`config.mk`:
```
export PLATFORM = sky130hd
export DESIGN_NAME = dmem_arbiter
export DESIGN_NICKNAME = d
export VERILOG_FILES = /design/src/rtl/dmem_arb_pkg.sv /design/src/rtl/rr_arbiter2.sv /design/src/rtl/dmem_arbiter.sv
export SDC_FILE = /design/constraint.sdc
export NUM_CORES = 1
export LEC_CHECK = 0
export ABC_CLOCK_PERIOD_IN_PS = 6400
export CAP_MARGIN = 0
export CELL_PAD_IN_SITES_DETAIL_PLACEMENT = 2
export CELL_PAD_IN_SITES_GLOBAL_PLACEMENT = 2
export CORE_ASPECT_RATIO = 1.5
export CORE_MARGIN = 2
export CORE_UTILIZATION = 25
export CTS_CLUSTER_SIZE = 24
export DETAILED_ROUTE_END_ITERATION = 6
export PLACE_DENSITY_LB_ADDON = 0.1
export SYNTH_ARGS = -nofsm -noshare
export SYNTH_HDL_FRONTEND = slang
export SYNTH_HIERARCHICAL = 1
export SYNTH_SLANG_ARGS = --single-unit
```
`constraint.sdc`:
```
create_clock -name clk -period 6.4 [get_ports clk]
set_clock_uncertainty 0.05 [all_clocks]
set_input_delay 0.64 -clock clk [delete_from_list [all_inputs] [get_ports clk]]
set_output_delay 0.64 -clock clk [all_outputs]
set_load 0.02 [all_outputs]
```
`src/rtl/dmem_arb_pkg.sv`:
```
// Shared types and constants for the two-master data-memory arbiter.
package dmem_arb_pkg;

  // Arbiter FSM: IDLE accepts a request, BUSY performs the single memory cycle.
  typedef enum logic {
    StIdle = 1'b0,
    StBusy = 1'b1
  } state_e;

  // Master index: 0 = core data port, 1 = debug/DMA port.
  typedef logic master_idx_t;

  // Default RAM window, compared against addr[31:28].
  localparam logic [3:0] RamRegionDefault = 4'h8;

  // One latched access as presented by the winning master.
  typedef struct packed {
    logic        we;
    logic [31:0] addr;
    logic [31:0] wdata;
    logic [3:0]  wmask;
  } mem_req_t;

  // True when the address falls inside the RAM window.
  function automatic logic addr_in_region(input logic [31:0] addr, input logic [3:0] region);
    return addr[31:28] == region;
  endfunction

endpackage

```
`src/rtl/rr_arbiter2.sv`:
```
// Two-way round-robin selector: turns a request pair plus a priority pointer
// into a one-hot (or empty) grant. Purely combinational; the pointer register
// lives in the parent.
module rr_arbiter2
  import dmem_arb_pkg::*;
(
  input  logic [1:0]  req,
  input  master_idx_t prio,  // master that wins a tie
  output logic [1:0]  gnt
);

  // A lone requester always wins; the pointer only breaks ties.
  always_comb begin
    gnt = 2'b00;
    unique case (req)
      2'b01:   gnt = 2'b01;
      2'b10:   gnt = 2'b10;
      2'b11:   gnt = prio ? 2'b10 : 2'b01;
      default: gnt = 2'b00;
    endcase
  end

endmodule

```
`src/rtl/dmem_arbiter.sv`:
```
// Data-memory arbiter for two masters (core data port and debug/DMA port).
// One access every two cycles: grant in IDLE, memory cycle in BUSY, and a
// one-cycle rvalid pulse to the owner on the cycle after BUSY. Accesses whose
// address falls outside the RAM window write nothing and return err=1, rdata=0.
module dmem_arbiter
  import dmem_arb_pkg::*;
#(
  parameter logic [3:0]  RAM_REGION = RamRegionDefault,
  parameter int unsigned RESET_PRIO = 0
) (
  input  logic        clk,
  input  logic        reset,

  input  logic        m0_req,
  input  logic        m0_we,
  input  logic [31:0] m0_addr,
  input  logic [31:0] m0_wdata,
  input  logic [3:0]  m0_wmask,
  output logic        m0_gnt,
  output logic        m0_rvalid,
  output logic [31:0] m0_rdata,
  output logic        m0_err,

  input  logic        m1_req,
  input  logic        m1_we,
  input  logic [31:0] m1_addr,
  input  logic [31:0] m1_wdata,
  input  logic [3:0]  m1_wmask,
  output logic        m1_gnt,
  output logic        m1_rvalid,
  output logic [31:0] m1_rdata,
  output logic        m1_err,

  output logic [3:0]  mem_we,
  output logic [31:0] mem_addr,
  output logic [31:0] mem_wdata,
  input  logic [31:0] mem_rdata
);

  localparam master_idx_t ResetPrio = master_idx_t'(RESET_PRIO != 0);

  state_e      state_q, state_d;
  master_idx_t prio_q, prio_d;
  master_idx_t owner_q;
  mem_req_t    req_q, sel_req;

  logic [1:0]  arb_gnt;
  logic [1:0]  gnt;
  master_idx_t gnt_idx;
  logic        accept;
  logic        busy;
  logic        req_in_region;

  logic        rvalid_q;
  logic        err_q;
  logic [31:0] rdata_q;

  rr_arbiter2 u_rr_arbiter2 (
    .req  ({m1_req, m0_req}),
    .prio (prio_q),
    .gnt  (arb_gnt)
  );

  assign busy          = (state_q == StBusy);
  assign req_in_region = addr_in_region(req_q.addr, RAM_REGION);

  // The state register already reads IDLE while reset is held, so reset must
  // mask the combinational grant explicitly.
  assign gnt     = (!busy && !reset) ? arb_gnt : 2'b00;
  assign accept  = |gnt;
  assign gnt_idx = gnt[1];
  assign m0_gnt  = gnt[0];
  assign m1_gnt  = gnt[1];

  // Select the winning master's access fields for latching.
  always_comb begin
    sel_req.we    = m0_we;
    sel_req.addr  = m0_addr;
    sel_req.wdata = m0_wdata;
    sel_req.wmask = m0_wmask;
    if (gnt_idx) begin
      sel_req.we    = m1_we;
      sel_req.addr  = m1_addr;
      sel_req.wdata = m1_wdata;
      sel_req.wmask = m1_wmask;
    end
  end

  // Next state and priority pointer: the master just granted drops to lowest.
  always_comb begin
    state_d = state_q;
    prio_d  = prio_q;
    unique case (state_q)
      StIdle: begin
        if (accept) begin
          state_d = StBusy;
          prio_d  = ~gnt_idx;
        end
      end
      StBusy:  state_d = StIdle;
      default: state_d = StIdle;
    endcase
  end

  // FSM state and round-robin pointer.
  always_ff @(posedge clk or posedge reset) begin
    if (reset) begin
      state_q <= StIdle;
      prio_q  <= ResetPrio;
    end else begin
      state_q <= state_d;
      prio_q  <= prio_d;
    end
  end

  // Capture the granted access; held afterwards so mem_addr/mem_wdata stay put in IDLE.
  always_ff @(posedge clk or posedge reset) begin
    if (reset) begin
      req_q   <= '0;
      owner_q <= 1'b0;
    end else if (accept) begin
      req_q   <= sel_req;
      owner_q <= gnt_idx;
    end
  end

  // Register the completion at the end of BUSY; owner_q is still valid in the
  // rvalid cycle because a new grant only overwrites it at the following edge.
  always_ff @(posedge clk or posedge reset) begin
    if (reset) begin
      rvalid_q <= 1'b0;
      rdata_q  <= '0;
      err_q    <= 1'b0;
    end else begin
      rvalid_q <= busy;
      if (busy) begin
        rdata_q <= req_in_region ? mem_rdata : 32'h0;
        err_q   <= !req_in_region;
      end
    end
  end

  // Memory port: only BUSY may write, and never outside the RAM window.
  assign mem_addr  = req_q.addr;
  assign mem_wdata = req_q.wdata;
  assign mem_we    = (busy && req_q.we && req_in_region) ? req_q.wmask : 4'b0000;

  // Response fan-out; non-owners see zeros.
  assign m0_rvalid = rvalid_q && (owner_q == 1'b0);
  assign m1_rvalid = rvalid_q && (owner_q == 1'b1);
  assign m0_rdata  = m0_rvalid ? rdata_q : 32'h0;
  assign m1_rdata  = m1_rvalid ? rdata_q : 32'h0;
  assign m0_err    = m0_rvalid && err_q;
  assign m1_err    = m1_rvalid && err_q;

  // Arbitration contract.
  gnt_onehot_a: assert property (@(posedge clk) disable iff (reset) $onehot0(gnt));
  busy_once_a:  assert property (@(posedge clk) disable iff (reset) busy |=> !busy);
  no_gnt_busy_a: assert property (@(posedge clk) disable iff (reset) busy |-> (gnt == 2'b00));
  we_busy_a:    assert property (@(posedge clk) disable iff (reset) !busy |-> (mem_we == 4'b0000));

endmodule

```
Word level (Yosys, flattened, before mapping). Index checks and enable logic that the tools add are counted.

Reduce and logical (&&, ||, !) cells: 12. Equal/unequal tests: 4. Bitwise operators: 3. Muxes and demuxes: 10.

Operator list (count): $mux W32 (3); $mux W69 (1); $logic_and A1 B1 Y1 (7); $pmux W2 S3 (1); $eq A2 B2 Y1 const B (2); $eq A4 B4 Y1 const B (1); $mux W2 (2); $mux W4 (1); $logic_not A1 Y1 (3); $not A1 Y1 (3); $eq A2 B1 Y1 const B (1); $pmux W1 S2 (1); $reduce_and A2 Y1 (1); $reduce_or A2 Y1 (1); $mux W1 (1).

Register bits after elaboration: 106. Bits of input ports: 174.

Logic depth before layout (Yosys ltp).
Depth after elaboration: 6. Mapped depth: 7.

By module. The synthesis kept the hierarchy.

Modules (own cells, without submodules): dmem_arbiter (instances 1, seq. area each 2652.5 µm², cells each 457, area each 5671.7 µm²); rr_arbiter2 (instances 1, seq. area each 0.0 µm², cells each 3, area each 18.8 µm²).

Worst setup path after synthesis. OpenSTA, ideal clock, no wires.

Path type: input port to output port. Start point: input m1_req. End point: output m1_gnt. Cell stages on the path: 4. Data arrival time: 1.558 ns. Setup slack: 4.152 ns. Path through: a21boi_1 -> buf_4 -> clkbuf_1 -> and2_1.

Cells in the longest elaborated chain, start to end: 3.

Ends and longest elaborated chain: start, declared (line dmem_arbiter.sv:24) `input logic m1_req,`; $eq A2 B2 Y1 / $eq A2 B1 Y1 (equally long branches) (line rr_arbiter2.sv:15) `unique case (req)`; $pmux W2 S3 (*) (line rr_arbiter2.sv:15); $mux W2 (*) (line dmem_arbiter.sv:69) `assign gnt = (!busy && !reset) ? arb_gnt : 2'b00;`; end, declared (line dmem_arbiter.sv:29) `output logic m1_gnt,`.

Every way passes the cells marked *; elsewhere a longest branch is shown, timed or not.

Final worst setup path.
Start point: register rvalid_q. End point: output m0_rdata[12].

Cells in the longest elaborated chain, start to end: 2.

Ends and longest elaborated chain: start, declared (line dmem_arbiter.sv:54) `logic rvalid_q;`; start signal, assigned (line dmem_arbiter.sv:135) `rvalid_q <= busy;`; $logic_and A1 B1 Y1 (line dmem_arbiter.sv:149) `assign m0_rvalid = rvalid_q && (owner_q == 1'b0);`; $mux W32 (line dmem_arbiter.sv:151) `assign m0_rdata = m0_rvalid ? rdata_q : 32'h0;`; end, declared (line dmem_arbiter.sv:21) `output logic [31:0] m0_rdata,`.

No other way between the ends.

==> out/metrics.cfg <==
[final_layout]
final_cell_mix=clkdlybuf4s50_1, mux2_2, dfrtp_1
nets=864
drive_gt1_frac=0.232
antenna_cells=0
final_area_um2=8850
n_fill_cell=2345
regArea_um2=2650
multiInputGateArea_um2=2390
final_common_cell=clkdlybuf4s50_1
post-route-util=0.396
area_growth_pct=55.6

[placed_design]
gp_congestion=0.760
dp_worst_setup_slack_ns=2.80
hpwl_mm=15.0
port_buffers=311
placed_cell_area_um2=8540

[routing]
vias_per_cell=4.49
vias=4357
ant_nets=0
drt_iter0_markers=121
drt_wl_total_mm=19.3
drc_errors=0
drtPass1Iterations=2
post_drt_wl_per_cell_um=19.9

[sta]
setup_tns_ns=0
setup_viol=0
finalCritPeriodShare=0.608
hold_viol_final=0
worst_slack_ns=2.51
period_needed_ns=3.89
worstMarginPinSlew_ns=1.12
max-slew-margin-rel=0.251
fmax_mhz=257
drv_slew=0
rsz0062_at_grt=no

[clock_tree]
cts_hold_buf=0
numCtsBuffers=9
htreeDepth=3
clk_pin_slew_ns=0.07
cts_resized=0
cts_sinks=106
cts_setup_buffers=0
cts_tree=yes
clock_path_buffers=2
insertion_delay_ns=0.34
root_buffer=clkbuf_16

[pwr]
clkPwrFrac=0.229
ir_worst_vdd_v=0.000172
powerDensity_nw_per_um2=292
power.switching_w=0.000834
switching_share=0.323
leakage_nw=3.66
seq_power_share=0.380
comb_power_share=0.392
power_w=0.00258
p_int_w=0.00175

[critical_path]
endpoint_kind=primary output
crit_fanout=35
cp.required_ns=5.71
critPathLaunchType=flip-flop
r2r_cells=5
critPathArrivalTime_ns=3.20
rr_endpoint=mem_wdata[7]
criticalPathCategory=reg -> out
r2r_slack_ns=4.04
r2r_start=prio_q

[global_route]
grt_busiest_layer=met2
grt_pass1_vias=5013
grtUsageMet3=0.0559
grt-ovfl-total=0
grt_antenna_before_repair=0
grt_max_degree=71
use_met2=0.313
grt_util_all_layers=0.162
grt_first_pass_wirelength_mm=29.7
met1_usage=0.164

[synthesis]
yosysWarnings=6
netlist_area_um2=5690
synth_cell_types=21
syn-instance-count=460
ys_seq_area_frac=0.466
syn-mean-instance-area_um2=12.4
syn_nets=634
ys_ff_latch=106

[die]
die_x_um=127
initial_utilization=0.254
row_count=67
design.portCount=312
die_area_um2=24000
core-area_um2=22400
die_h_um=189

[worst_hold_path]
hp-class=reg -> reg
hold_end=rvalid_q
hold_start=busy
hold_depth=0

[run]
max_cap_violations=0

[outcome]
status=finished clean

## sequential cells by signal (all words and copies together), names as in the netlist
name and count:
owner_q 1, rdata_q 32, err_q 1, rvalid_q 1, busy 1, mem_addr 32, prio_q 1, req_q 5
mem_wdata 32
## synth_stat cells
cell        n  share of area
a21boi_0    1         0.0013
a21boi_1    1         0.0013
a21o_1      1         0.0013
a21oi_1     1        0.00088
a22o_1     32          0.049
and2_1     35          0.038
and3_1     37          0.041
buf_2       1        0.00088
buf_4      72          0.095
buf_6       3         0.0059
clkbuf_1   19          0.013
dfrtp_1   106           0.47
inv_1       3         0.0020
inv_2       1        0.00066
mux2_2    138           0.27
nand2_1     1        0.00066
nand2b_1    1         0.0011
nor2_1      4         0.0026
nor2b_1     1         0.0011
nor4_4      1         0.0037
o21a_1      1         0.0013
## worst max path at each step
stage	endpoint	slack [ns]	startpoint
global route	m0_rdata[12]	2.21	rvalid_q
CTS	m0_rdata[12]	2.41	rvalid_q
floorplan	busy	2.92	reset
global placement	m0_rdata[20]	3.11	rvalid_q
finish	m0_rdata[12]	2.51	rvalid_q
detailed placement	m0_rdata[12]	2.80	rvalid_q
## routing by layer
metal	up-vias	wire [um]
met4	0	261
met3	15	1470
met1	2175	6740
met2	163	10900
li1	2004	-
met5	-	0
## kinds of logic after synthesis
logic type,after synthesis,synth area share
mux,138,0.273
flops,106,0.466
buf+inv,99,0.117
simple gates,80,0.0884
compound gates,37,0.0554
## cell type report
class	count	share of cell area
timing repair buffer	314	0.354
sequential	106	0.300
multi-input combinational	255	0.270
tap	276	0.0390
clock buffer	10	0.0259
clock inverter	5	0.00904
inverter	4	0.00198
## worst max-delay path, stage by stage, from the launching register on
cell and delay (ns):
dfrtp_1 0.94, nor2b_2 1.03, and2_1 0.27, clkdlybuf4s50_1 0.61
## metrics by stage
| stage | hold WS [ns] | instances |
|---|---|---|
| final | 0.411 | 970 |
| after global routing | 0.424 | 970 |
| after CTS | 0.411 | 970 |
| after detailed placement | 0.394 | 955 |
| after global placement | 0.405 | 955 |
| after floorplan | 0.363 | 460 |
## power by group through the flow
stage | sequential [W] | combinational (W) | clock [W]
CTS | 0.000984 | 0.00103 | 0.000620
detailed placement | 0.000997 | 0.00103 | 0
finish | 0.000980 | 0.00101 | 0.000590
global placement | 0.000981 | 0.00101 | 0
global route | 0.00101 | 0.00107 | 0.000642
floorplan | 0.000937 | 0.000737 | 0
Note: power is estimated with default switching activity, not from simulation.
